$ cat src/rtl/bt656_encoder_if.sv
// Pixel stream handshake into the BT.656 encoder.
// The source drives 4:2:2 pixels; the encoder pulls one per C-byte slot.
interface bt656_encoder_if;
    logic [15:0] in_pixel;
    logic        in_valid;
    logic        in_ready;

    modport master (
        output in_pixel,
        output in_valid,
        input  in_ready
    );

    modport slave (
        input  in_pixel,
        input  in_valid,
        output in_ready
    );
endinterface

$ cat src/rtl/bt656_encoder.sv
// BT.656 byte-stream generator: EAV/SAV timing, 4:2:2 pixel insertion,
// active-low syncs, start-of-frame pulse and sticky underflow flag.
module bt656_encoder #(
    parameter int H_TOTAL   = 1716,
    parameter int V_TOTAL   = 525,
    parameter int F2_START  = 266,
    parameter int VA1_START = 20,
    parameter int VA1_END   = 263,
    parameter int VA2_START = 283,
    parameter int VA2_END   = 525,
    parameter int HS_LEN    = 128
) (
    input  logic           clk,
    input  logic           reset_n,
    input  logic           en,
    bt656_encoder_if.slave pix,
    output logic [7:0]     td_data,
    output logic           td_hs,
    output logic           td_vs,
    output logic           field,
    output logic           sof,
    output logic           underflow,
    input  logic           underflow_clr
);
    localparam int HW = $clog2(H_TOTAL);
    localparam int LW = $clog2(V_TOTAL + 1);

    localparam logic [HW-1:0] H_LAST = HW'(H_TOTAL - 1);
    localparam logic [HW-1:0] SAV_H  = HW'(H_TOTAL - 1444);
    localparam logic [HW-1:0] ACT_H  = HW'(H_TOTAL - 1440);
    localparam logic [HW-1:0] BLK_H  = HW'(4);
    localparam logic [HW-1:0] HS_H   = HW'(HS_LEN);

    localparam logic [LW-1:0] L_ONE  = LW'(1);
    localparam logic [LW-1:0] L_LAST = LW'(V_TOTAL);
    localparam logic [LW-1:0] L_F1E  = LW'(4);
    localparam logic [LW-1:0] L_F2   = LW'(F2_START);
    localparam logic [LW-1:0] L_VA1S = LW'(VA1_START);
    localparam logic [LW-1:0] L_VA1E = LW'(VA1_END);
    localparam logic [LW-1:0] L_VA2S = LW'(VA2_START);
    localparam logic [LW-1:0] L_VA2E = LW'(VA2_END);
    localparam logic [LW-1:0] L_VS1S = LW'(4);
    localparam logic [LW-1:0] L_VS1E = LW'(6);
    localparam logic [LW-1:0] L_VS2E = LW'(F2_START + 2);

    typedef enum logic [1:0] {
        S_IDLE,
        S_RUN,
        S_DRAIN
    } state_t;

    state_t          r_state;
    logic [HW-1:0]   r_h;
    logic [LW-1:0]   r_line;
    logic [7:0]      r_yhold;
    logic [7:0]      r_td;
    logic            r_hs;
    logic            r_vs;
    logic            r_field;
    logic            r_sof;
    logic            r_uf;

    logic            w_run;
    logic            w_f;
    logic            w_v;
    logic            w_eav;
    logic            w_sav;
    logic            w_act;
    logic            w_apar;
    logic            w_bpar;
    logic [1:0]      w_sidx;
    logic [7:0]      w_xy;
    logic [7:0]      w_byte;
    logic            w_ready;
    logic            w_uf_set;
    logic            w_hlast;
    logic            w_last;
    logic            w_vsync;

    function automatic logic [7:0] clip(input logic [7:0] b);
        if (b == 8'h00)
            return 8'h01;
        else if (b == 8'hFF)
            return 8'hFE;
        else
            return b;
    endfunction

    assign w_run   = (r_state != S_IDLE);
    assign w_f     = (r_line < L_F1E) || (r_line >= L_F2);
    assign w_v     = !(((r_line >= L_VA1S) && (r_line <= L_VA1E)) ||
                       ((r_line >= L_VA2S) && (r_line <= L_VA2E)));
    assign w_eav   = (r_h < BLK_H);
    assign w_sav   = (r_h >= SAV_H) && (r_h < ACT_H);
    assign w_act   = (r_h >= ACT_H);
    assign w_apar  = r_h[0] ^ ACT_H[0];
    assign w_bpar  = r_h[0] ^ BLK_H[0];
    assign w_sidx  = w_eav ? r_h[1:0] : (r_h[1:0] - SAV_H[1:0]);
    assign w_xy    = {1'b1, w_f, w_v, w_eav, w_v ^ w_eav, w_f ^ w_eav,
                      w_f ^ w_v, w_f ^ w_v ^ w_eav};
    assign w_hlast = (r_h == H_LAST);
    assign w_last  = w_hlast && (r_line == L_LAST);
    assign w_vsync = ((r_line >= L_VS1S) && (r_line <= L_VS1E)) ||
                     ((r_line >= L_F2) && (r_line <= L_VS2E));

    // A pixel is pulled only at C-byte slots of active lines.
    assign w_ready  = w_run && !w_v && w_act && !w_apar;
    assign w_uf_set = w_ready && !pix.in_valid;

    assign pix.in_ready = w_ready;

    always_comb begin
        w_byte = 8'h10;
        if (w_eav || w_sav) begin
            case (w_sidx)
                2'd0:    w_byte = 8'hFF;
                2'd3:    w_byte = w_xy;
                default: w_byte = 8'h00;
            endcase
        end else if (w_act && !w_v) begin
            if (w_apar)
                w_byte = r_yhold;
            else if (pix.in_valid)
                w_byte = clip(pix.in_pixel[15:8]);
            else
                w_byte = 8'h80;
        end else if (w_act) begin
            w_byte = w_apar ? 8'h10 : 8'h80;
        end else begin
            w_byte = w_bpar ? 8'h10 : 8'h80;
        end
    end

    always_ff @(posedge clk or negedge reset_n) begin
        if (!reset_n) begin
            r_state <= S_IDLE;
            r_h     <= '0;
            r_line  <= L_ONE;
            r_yhold <= 8'h00;
            r_td    <= 8'h00;
            r_hs    <= 1'b1;
            r_vs    <= 1'b1;
            r_field <= 1'b0;
            r_sof   <= 1'b0;
            r_uf    <= 1'b0;
        end else begin
            r_uf <= w_uf_set | (r_uf & ~underflow_clr);
            unique case (r_state)
                S_IDLE: begin
                    r_h     <= '0;
                    r_line  <= L_ONE;
                    r_td    <= 8'h10;
                    r_hs    <= 1'b1;
                    r_vs    <= 1'b1;
                    r_field <= 1'b0;
                    r_sof   <= 1'b0;
                    if (en)
                        r_state <= S_RUN;
                end
                S_RUN, S_DRAIN: begin
                    r_td    <= w_byte;
                    r_hs    <= (r_h >= HS_H);
                    r_vs    <= !w_vsync;
                    r_field <= w_f;
                    r_sof   <= (r_h == '0) && (r_line == L_ONE);
                    if (w_ready)
                        r_yhold <= pix.in_valid ?
                                   clip(pix.in_pixel[7:0]) : 8'h10;
                    if (w_hlast) begin
                        r_h    <= '0;
                        r_line <= (r_line == L_LAST) ?
                                  L_ONE : r_line + L_ONE;
                    end else begin
                        r_h <= r_h + HW'(1);
                    end
                    // Without en, finish the frame before going idle.
                    if (en)
                        r_state <= S_RUN;
                    else if (w_last)
                        r_state <= S_IDLE;
                    else
                        r_state <= S_DRAIN;
                end
                default: r_state <= S_IDLE;
            endcase
        end
    end

    assign td_data   = r_td;
    assign td_hs     = r_hs;
    assign td_vs     = r_vs;
    assign field     = r_field;
    assign sof       = r_sof;
    assign underflow = r_uf;
endmodule
$ cat src/flat_wrapper.sv
// flat-port wrapper written by rule: the top's interface ports become plain ports
module bt656_encoder_flat 
#(
    parameter int H_TOTAL   = 1716,
    parameter int V_TOTAL   = 525,
    parameter int F2_START  = 266,
    parameter int VA1_START = 20,
    parameter int VA1_END   = 263,
    parameter int VA2_START = 283,
    parameter int VA2_END   = 525,
    parameter int HS_LEN    = 128
)
  (clk, reset_n, en, td_data, td_hs, td_vs, field, sof, underflow, underflow_clr, pix_in_pixel, pix_in_valid, pix_in_ready);
  bt656_encoder_if pix_i ();
  input  logic clk;
  input  logic reset_n;
  input  logic en;
  output logic [7:0] td_data;
  output logic td_hs;
  output logic td_vs;
  output logic field;
  output logic sof;
  output logic underflow;
  input  logic underflow_clr;
  input wire logic [$bits(pix_i.in_pixel)-1:0] pix_in_pixel;
  input wire logic [$bits(pix_i.in_valid)-1:0] pix_in_valid;
  output wire logic [$bits(pix_i.in_ready)-1:0] pix_in_ready;
  assign pix_i.in_pixel = pix_in_pixel;
  assign pix_i.in_valid = pix_in_valid;
  assign pix_in_ready = pix_i.in_ready;
  bt656_encoder #(.H_TOTAL(H_TOTAL), .V_TOTAL(V_TOTAL), .F2_START(F2_START), .VA1_START(VA1_START), .VA1_END(VA1_END), .VA2_START(VA2_START), .VA2_END(VA2_END), .HS_LEN(HS_LEN)) u_core (.clk(clk), .reset_n(reset_n), .en(en), .pix(pix_i), .td_data(td_data), .td_hs(td_hs), .td_vs(td_vs), .field(field), .sof(sof), .underflow(underflow), .underflow_clr(underflow_clr));
endmodule
$ cat config.mk
export PLATFORM = sky130hd
export DESIGN_NAME = bt656_encoder_flat
export DESIGN_NICKNAME = d
export VERILOG_FILES = /design/src/rtl/bt656_encoder_if.sv /design/src/rtl/bt656_encoder.sv /design/src/flat_wrapper.sv
export SDC_FILE = /design/constraint.sdc
export NUM_CORES = 1
export LEC_CHECK = 0
export CORE_MARGIN = 2
export CORE_UTILIZATION = 50
export CTS_BUF_LIST = sky130_fd_sc_hd__clkbuf_16
export CTS_CLUSTER_DIAMETER = 150
export CTS_CLUSTER_SIZE = 14
export DETAILED_ROUTE_END_ITERATION = 10
export GPL_ROUTABILITY_DRIVEN = 0
export PLACE_DENSITY = 0.73
export SKIP_CTS_REPAIR_TIMING = 1
export SLEW_MARGIN = 20
export SYNTH_ARGS = -nofsm -noshare
export SYNTH_HDL_FRONTEND = slang
export SYNTH_SLANG_ARGS = --single-unit
$ cat constraint.sdc
create_clock -name clk -period 5.85 [get_ports clk]
set_clock_uncertainty 0.05 [all_clocks]
set_input_delay 1.4625 -clock clk [delete_from_list [all_inputs] [get_ports clk]]
set_output_delay 1.4625 -clock clk [all_outputs]
set_load 0.005 [all_outputs]
==> metrics.md <==
| Metric | Value |
|---|---|
| Detailed Place HPWL | `4.73 mm` |
| Hold Path Class | `reg -> reg` |
| Worst Tran Pin Value | `842 ps` |
| H-tree levels | `2` |
| Distinct cells, synth | `58` |
| Syn. warnings | `0` |
| GRT overflow | `0` |
| Syn Inst Count | `342` |
| Net Count, Synth | `371` |
| Final setup violation count | `0` |
| First-pass GRT wire length | `11.2 mm` |
| Initial drt markers | `217` |
| Ant. Diodes | `0` |
| Power Total | `1.18 mW` |
| Final Cycle Share | `75.7%` |
| Area grow syn2layout | `17.3%` |
| Final setup TNS | `0 ps` |
| Area of the multi-input gates | `0.00154 sq mm` |
| Power per cell area | `357 mW/mm^2` |
| Final Non-Filler Cells | `437` |
| Clk buf depth | `2` |
| Initial DRT Pass Iterations | `4` |
| Vias in the first global route | `2370` |
| Post-synth EDFFs | `0` |
| Post-DRT Antenna Nets | `0` |
| Max layer used | `met4` |
| Final Max Slew Viols | `0` |
| Buffers added on ports | `34` |
| Yosys reg bits | `44` |
| Clk_lat worst skew | `280 ps` |
| Fin crit period | `4430 ps` |
| Top_reg_cell synth | `dfrtp_1` |
| TritonCTS Buffers | `5` |
| Row count | `27` |
| # fillers | `493` |
| Post-synthesis sequential area ratio | `39.4%` |
| Die area | `0.00622 sq mm` |
| Internal cell power | `729 uW` |
| Sequential Area | `0.00110 sq mm` |
| Fmax | `0.226 GHz` |
| Crit path arrival time | `2920 ps` |
| Worst Setup End Kind | `primary output` |
| DRT Wirelength | `6.47 mm` |
| Metal2 WL | `2.98 mm` |
| Max VDD drop | `0.000206 V` |
| Clock group share of total power | `22.7%` |
| Critical path's slowest cell | `dfstp_2` |
| DRC | `0` |
| WS Path Type | `reg -> out` |
| # IOs | `35` |
| Met3 wire len | `360 um` |
| Wirelength per Cell | `14.8 um` |
| P_sw | `447 uW` |
| Nets | `393` |
| Seq pwr share | `34.4%` |
| Dpl cells | `429` |
| Vias per cell | `5.74` |
| Worst EP required | `4340 ps` |
| Combinational Power Share | `42.9%` |
| Initial antenna violation count | `0` |
| Startpoint Class | `register` |
| Synthesized area | `0.00280 sq mm` |
| Layout cells sized above 1 | `8.22%` |
| Tot GR Track Use | `22.8%` |
| # Max-Cap Violations | `0` |
| Final Hold Fails | `0` |
| Via count | `2507` |
| Clk root buf | `clkbuf_16` |
| CTS clk-pin slew, worst paths | `60 ps` |
| CP dominant cell by count | `inv_1` |
| RSZ-0062 raised after global routing | `no` |
| CP Max Fanout | `10` |
| Core area | `0.00547 sq mm` |
| Leakage | `1.42 nW` |
| Worst hold slack | `439 ps` |
| Die height | `78.9 um` |
| Avg Inst Size Synth | `8.20 sq um` |
| Relative slew slack | `43.8%` |
| Slowest stage delay, CP | `560 ps` |
| Net Sw Frac | `38.0%` |
| Sink Count | `44` |
| Largest net degree at the start of global routing | `45` |
| Chip width | `78.9 um` |
| Status | `finished, final reports clean` |
| CTS tree | `yes` |
| Synth async-reset ratio | `100%` |
| Met1 WL | `3.04 mm` |
| CP cell instances | `inv_1 > ha_1 > or3_1 > a31oi_1 > a21boi_2 > nand2_1 > inv_1 > clkdlybuf4s50_1` |
| Starting Density | `51.2%` |
stage by stage:
| step | setup slack, ps | util (%) | instance area [sq um] |
|---|---|---|---|
| floorplan | 2490 | - | 2800 |
| global placement | 1880 | 57.3 | 3140 |
| detailed placement | 1760 | 57.3 | 3140 |
| CTS | 1450 | 59.9 | 3280 |
| global route | 1240 | 60.1 | 3290 |
| finish | 1420 | 60.1 | 3290 |
power by group through the flow:
stage	Clock [mW]	Combinational [mW]	Sequential (mW)
global placement	0	0.495	0.407
finish	0.266	0.505	0.404
detailed placement	0	0.502	0.409
global route	0.287	0.566	0.409
floorplan	0	0.357	0.389
CTS	0.274	0.505	0.404
Yosys cell counts (2+ instances only):
library cell	n	area, sq um
nor4_4	2	42.5
nand3_1	8	40.0
nand4_1	4	25.0
inv_1	20	75.1
o31ai_1	6	45.0
nand2b_1	3	18.8
nand3b_1	2	15.0
dfrtp_1	41	1030
o22ai_1	4	25.0
a31oi_1	9	56.3
o21ai_0	50	250
clkbuf_1	9	33.8
and3_1	4	25.0
xnor2_1	3	26.3
a211oi_1	3	22.5
nor4_1	3	18.8
or4_1	2	15.0
or4b_2	2	20.0
a21oi_1	16	80.1
nor3_1	8	40.0
buf_4	2	15.0
ha_1	8	100
nand2_1	57	214
or3_1	2	12.5
nor2b_1	5	31.3
xor2_1	3	26.3
o21a_1	2	15.0
a311o_1	2	20.0
o211ai_1	3	22.5
dfstp_2	3	78.8
buf_2	6	30.0
nor2_1	21	78.8
or2_2	4	25.0
final cells by class:
type / instances / share of cell area, %
Sequential cell: 44 / 33.6
Timing Repair Buffer: 34 / 10.3
Tap cell: 72 / 2.74
Inverter: 20 / 2.28
Clock inverter: 3 / 0.418
Clock buffer: 5 / 3.80
Multi-Input combinational cell: 259 / 46.9
worst max-delay path, delay by kind of cell, from the launching register on:
| kind | cells | cell delay [ps] |
|---|---|---|
| adder cells (fa/ha/maj) | 1 | 190 |
| buffers and inverters | 3 | 590 |
| AND/OR/NAND/NOR | 2 | 540 |
| flip-flops | 1 | 560 |
| AO/OA/AOI/OAI | 2 | 750 |
logic make-up (layout without fill, tap and decap cells):
logic type      count (synthesis)  count (layout)  synth area share, %
xor+xnor                        6               6                 1.87
buf+inv                        39              62                 5.98
fa+ha+maj                       8               8                 3.57
compound gates                111             111                 24.8
flops                          44              44                 39.4
mux                             1               1                0.357
simple gates                  133             133                 24.1
path summary, 6_finish.rpt:
| path | endpoint | slack [ps] | cells past startpoint | start |
|---|---|---|---|---|
| max | pix_in_ready | 1420 | 8 | u_core.r_line[0]$_DFFE_PN1P_ |
| min in group asynchronous | u_core.r_h[8]$_DFFE_PN0P_ | 1110 | 1 | reset_n |
| min | u_core.r_yhold[3]$_DFFE_PN0P_ | 440 | 2 | u_core.r_yhold[3]$_DFFE_PN0P_ |
| max reg2reg | u_core.r_line[3]$_DFFE_PN0P_ | 2880 | 7 | u_core.r_h[0]$_DFFE_PN0P_ |
| min reg2reg | u_core.r_yhold[3]$_DFFE_PN0P_ | 440 | 2 | u_core.r_yhold[3]$_DFFE_PN0P_ |
| max in group asynchronous | u_core.td_vs$_DFFE_PN1P_ | 4250 | 1 | reset_n |
registers in the layout (all words and copies together) (netlist names), 2 cells and up:
name	cells
u_core.r_yhold	8
u_core.r_line	10
u_core.td_data	8
u_core.r_h	11
u_core.r_state	2
per-layer routing:
metal,GRT usage [%],vias up
met2,34.9,56
met3,5.45,7
met5,0,-
met1,32.4,1169
li1,-,1275
met4,6.55,0
layout by cell type (no fill, tap or decap), types with 4 or more instances in the layout:
| cell type | count |
|---|---|
| and3_1 | 4 |
| o22ai_1 | 4 |
| o21ai_0 | 50 |
| nand3_1 | 8 |
| nor2b_1 | 5 |
| inv_1 | 20 |
| a21oi_1 | 16 |
| a31oi_1 | 9 |
| nor3_1 | 7 |
| ha_1 | 8 |
| nor2_1 | 21 |
| nand4_1 | 4 |
| nand2_1 | 57 |
| clkdlybuf4s50_1 | 33 |
| dfrtp_1 | 41 |
| clkbuf_16 | 5 |
| or2_2 | 4 |
| o31ai_1 | 6 |
No activity file was read; power rests on OpenSTA's default activity.
